$ cat config.mk
export PLATFORM = sky130hd
export DESIGN_NAME = counter_n
export DESIGN_NICKNAME = d
export VERILOG_FILES = /design/src/rtl/counter_pkg.sv /design/src/rtl/counter_slice.sv /design/src/rtl/counter_n.sv
export SDC_FILE = /design/constraint.sdc
export NUM_CORES = 1
export LEC_CHECK = 0
export CAP_MARGIN = 20
export CORE_ASPECT_RATIO = 1.75
export CORE_UTILIZATION = 41
export DETAILED_ROUTE_END_ITERATION = 8
export PLACE_DENSITY = 0.76
export SYNTH_ARGS = -nofsm -noshare
export SYNTH_HDL_FRONTEND = slang
export SYNTH_HIERARCHICAL = 1
export SYNTH_SLANG_ARGS = --single-unit
$ cat constraint.sdc
create_clock -name CLK -period 1.96 [get_ports CLK]
set_input_delay 0.588 -clock CLK [delete_from_list [all_inputs] [get_ports CLK]]
set_output_delay 0.588 -clock CLK [all_outputs]
set_load 0.01 [all_outputs]
$ cat src/rtl/counter_pkg.sv
// Shared constants, direction type and slice-count helper for the sliced counter.
package counter_pkg;

    localparam int SLICE_W = 4;

    typedef enum logic {
        DIR_DOWN = 1'b0,
        DIR_UP   = 1'b1
    } dir_t;

    function automatic int slice_count(input int width);
        return width / SLICE_W;
    endfunction

endpackage

$ cat src/rtl/counter_slice.sv
// One 4-bit counter slice with async clear, sync load, forced value and lookahead step enable.
module counter_slice
    import counter_pkg::*;
(
    input  logic               i_clk,
    input  logic               i_n_clr,
    input  logic               i_n_load,
    input  logic [SLICE_W-1:0] i_preset,
    input  logic               i_step,
    input  dir_t               i_dir,
    input  logic               i_force,
    input  logic [SLICE_W-1:0] i_force_val,
    output logic [SLICE_W-1:0] o_q,
    output logic               o_all_ones,
    output logic               o_all_zeros
);

    localparam logic [SLICE_W-1:0] ONE = SLICE_W'(1);

    logic [SLICE_W-1:0] r_q;

    // Load beats the wrap force, which beats an ordinary step.
    always_ff @(posedge i_clk or negedge i_n_clr) begin
        if (!i_n_clr) begin
            r_q <= '0;
        end else if (!i_n_load) begin
            r_q <= i_preset;
        end else if (i_force) begin
            r_q <= i_force_val;
        end else if (i_step) begin
            if (i_dir == DIR_UP) begin
                r_q <= r_q + ONE;
            end else begin
                r_q <= r_q - ONE;
            end
        end
    end

    assign o_q         = r_q;
    assign o_all_ones  = &r_q;
    assign o_all_zeros = ~|r_q;

endmodule

$ cat src/rtl/counter_n.sv
// WIDTH-bit up/down modulus counter built from 4-bit slices with lookahead enables.
// Optional build macro COUNTER_SATURATE_EN: hold at the terminal value instead of wrapping.
module counter_n
    import counter_pkg::*;
#(
    parameter int WIDTH = 8
) (
    input  logic             CLK,
    input  logic             N_CLR,
    input  logic             ENP,
    input  logic             ENT,
    input  logic             UP,
    input  logic [WIDTH-1:0] MODULUS,
    input  logic [WIDTH-1:0] PRESET,
    input  logic             N_LOAD,
    output logic [WIDTH-1:0] Q,
    output logic             RCO,
    output logic             WRAP
);

    localparam int NS = slice_count(WIDTH);

`ifdef COUNTER_SATURATE_EN
    localparam bit SATURATE = 1'b1;
`else
    localparam bit SATURATE = 1'b0;
`endif

    generate
        if (WIDTH < SLICE_W || (WIDTH % SLICE_W) != 0) begin : g_bad_width
            $error("counter_n: WIDTH must be a multiple of 4 and at least 4");
        end
    endgenerate

    dir_t             w_dir;
    logic [WIDTH-1:0] w_q;
    logic [WIDTH-1:0] w_force_val;
    logic [NS-1:0]    w_ones;
    logic [NS-1:0]    w_zeros;
    logic [NS-1:0]    w_flag;
    logic [NS-1:0]    w_step;
    logic             w_en;
    logic             w_term;
    logic             w_force;
    logic             w_count;
    logic             r_wrap;

    always_comb begin
        w_dir       = UP ? DIR_UP : DIR_DOWN;
        w_en        = ENP && ENT;
        w_term      = (w_dir == DIR_UP) ? (w_q == MODULUS) : (w_q == '0);
        w_force     = w_en && w_term && !SATURATE;
        w_count     = w_en && !w_term;
        w_flag      = (w_dir == DIR_UP) ? w_ones : w_zeros;
        w_force_val = (w_dir == DIR_UP) ? '0 : MODULUS;
    end

    // Each slice's step is the AND of all lower slice flags, not a ripple through Q.
    genvar k;
    generate
        for (k = 0; k < NS; k++) begin : g_slice
            if (k == 0) begin : g_lsb
                assign w_step[k] = w_count;
            end else begin : g_upper
                assign w_step[k] = w_count && (&w_flag[k-1:0]);
            end

            counter_slice u_slice (
                .i_clk       (CLK),
                .i_n_clr     (N_CLR),
                .i_n_load    (N_LOAD),
                .i_preset    (PRESET[k*SLICE_W +: SLICE_W]),
                .i_step      (w_step[k]),
                .i_dir       (w_dir),
                .i_force     (w_force),
                .i_force_val (w_force_val[k*SLICE_W +: SLICE_W]),
                .o_q         (w_q[k*SLICE_W +: SLICE_W]),
                .o_all_ones  (w_ones[k]),
                .o_all_zeros (w_zeros[k])
            );
        end
    endgenerate

    always_ff @(posedge CLK or negedge N_CLR) begin
        if (!N_CLR) begin
            r_wrap <= 1'b0;
        end else if (!N_LOAD) begin
            r_wrap <= 1'b0;
        end else begin
            r_wrap <= w_en && w_term;
        end
    end

    assign Q    = w_q;
    assign RCO  = ENT && w_term;
    assign WRAP = r_wrap;

endmodule

==> results.json <==
{
  "syn_area_sq_um": 927,
  "path_delay_family": "simple AND/OR/NAND/NOR gates",
  "max_freq_mhz": 428,
  "fp.coreArea_sq_mm": 0.00212,
  "syn-num-nets": 133,
  "syn_inst": 105,
  "fin_ws_ns": -0.375,
  "wl_per_cell_um": 16.4,
  "rr_endpoint": "g_slice[0].u_slice/o_q[3]",
  "cts_buffers": 3,
  "endpoint_kind": "output pin",
  "slew_headroom_pct": 68.7,
  "pre_cts_slack_ns": -1.05,
  "cp.required_ns": 1.37,
  "dr_total_vias": 1015,
  "postRouteAntennaNets": 0,
  "slowest_delay_ns": 0.28,
  "drt-initial-drc-count": 23,
  "dr.pass1.iters": 4,
  "cp.buffers_inverters": 2,
  "grt_setup_unrepaired": "true",
  "path_cells": "dlygate4sd2_1, xor2_1, nor4_1, a41o_2, and2_4, buf_6",
  "peakVddDrop_uv": 347,
  "syn_to_final_growth_pct": 66.0,
  "postSynthAreaPerCell_sq_um": 8.83,
  "wirelength_um": 3000,
  "cp.arrival_ns": 1.75,
  "start_util_pct": 43.7,
  "finalSetupViolCount": 9,
  "grt_pass1_wl_um": 4620,
  "n_antenna_cell": 0,
  "clk_pin_slew_ns": 0.07,
  "drc": 0,
  "setup_tns_ns": -2.16,
  "cts-root-buf": "clkbuf_4",
  "cts_sinks": 9,
  "r2r_cells": 10,
  "drv_cap": 0,
  "cts_tree": "built",
  "dp_cells": 176,
  "viasPerCell": 5.55,
  "drive_gt1_share_pct": 31.4,
  "instances_no_fill": 183,
  "p_leak_nw": 0.673,
  "slew_violations": 0,
  "r2r_slack_ns": -0.28,
  "port_buffers": 31,
  "fin_skew_ns": 0.00471,
  "cts.path.max_buffers": 2,
  "num_rows": 22,
  "dpl.hpwl_um": 2170,
  "outcome": "finished, violations left",
  "fin_crit_sh_pct": 119,
  "worst_path_max_delay_cell": "nor4_1",
  "die_area_sq_mm": 0.00246,
  "grt_pass1_vias": 1044,
  "path_class": "in2out",
  "worstMarginPinSlew_ns": 0.468,
  "finalPower_mw": 0.781,
  "start_kind": "input pin",
  "antenna_found_initial": 0,
  "ios": 32,
  "gp_congestion": 0.775,
  "grt_overflow": 0,
  "fin_util_pct": 72.6,
  "powerDensity_mw_per_mm2": 507,
  "hold_viol": 0,
  "die_w_um": 37.9,
  "finalCriticalPeriod_ns": 2.33,
  "grtUsageTotal_pct": 26.6,
  "grt_max_degree": 15,
  "worst_skew_pair.late_latency_ns": 0.27,
  "fin_nets": 188,
  "hp-class": "in2async",
  "critPathMaxFanout": 2,
  "r2r-start": "g_slice[1].u_slice/o_q[1]",
  "ys.warnings.count": 6,
  "htree_levels": 1,
  "die_h_um": 64.9,
  "failed_checks": "negative setup slack"
}
cell usage in the layout, fill, tap and decap left out, types with 4 or more instances in the layout:
cell type,instances
buf_4,21
nor2_1,6
a211o_1,4
nor2b_1,8
xnor2_1,5
a31oi_1,4
nand2_1,9
buf_6,6
clkdlybuf4s50_1,16
dlymetal6s2s_1,4
dlygate4sd2_1,5
dfrtp_1,7
ha_1,4
xor2_1,8
final cells by class:
class	instances	area, sq um
multi-input cells	87	728
fillers	168	581
repair buffers	57	519
flip-flops and latches	9	228
well taps	24	30.0
clock buffers	4	26.3
inverters	2	7.51
how the worst max path moves through the flow:
stage / end / cells after the start / start / slack, ns
after floorplan: g_slice[1].u_slice/o_q[1] / 8 / UP / -0.09
after global placement: RCO / 6 / UP / -1.04
after detailed placement: RCO / 6 / UP / -1.05
after CTS: RCO / 5 / g_slice[1].u_slice/o_q[1] / -0.38
after global routing: RCO / 5 / g_slice[1].u_slice/o_q[1] / -0.43
final: RCO / 6 / MODULUS[2] / -0.37
registers in the layout (all words and copies together) (netlist names):
register / flops
WRAP: 1
g_slice.u_slice/o_q: 8
per-stage QoR:
| step | hold WS (ns) | instance area (sq um) |
|---|---|---|
| after floorplan | 0.292 | 932 |
| after global routing | 0.669 | 1540 |
| final | 0.639 | 1540 |
| after global placement | 0.806 | 1400 |
| after CTS | 0.642 | 1470 |
| after detailed placement | 0.820 | 1400 |
layer usage:
layer | vias to the layer above | global-route usage, % | part of all wire (%)
met5 | - | 0 | 0
met4 | 0 | 15.6 | 3.3
met2 | 37 | 48.7 | 58
met3 | 8 | 3.77 | 4.3
li1 | 479 | - | -
met1 | 491 | 26.3 | 34
where the power goes:
group	internal, mW	switching (mW)
sequential	0.208	0.0162
combinational	0.214	0.192
clock	0.0788	0.0713
total	0.501	0.280
timing repair:
item | in CTS | in global routing
setup endpoints to repair | 10 | 11
setup buffers | 2 | 4
hold buffers | 0 | 0
resized for setup | 32 | 16
pin swaps | 14 | 8
No activity file was read; power rests on OpenSTA's default activity.
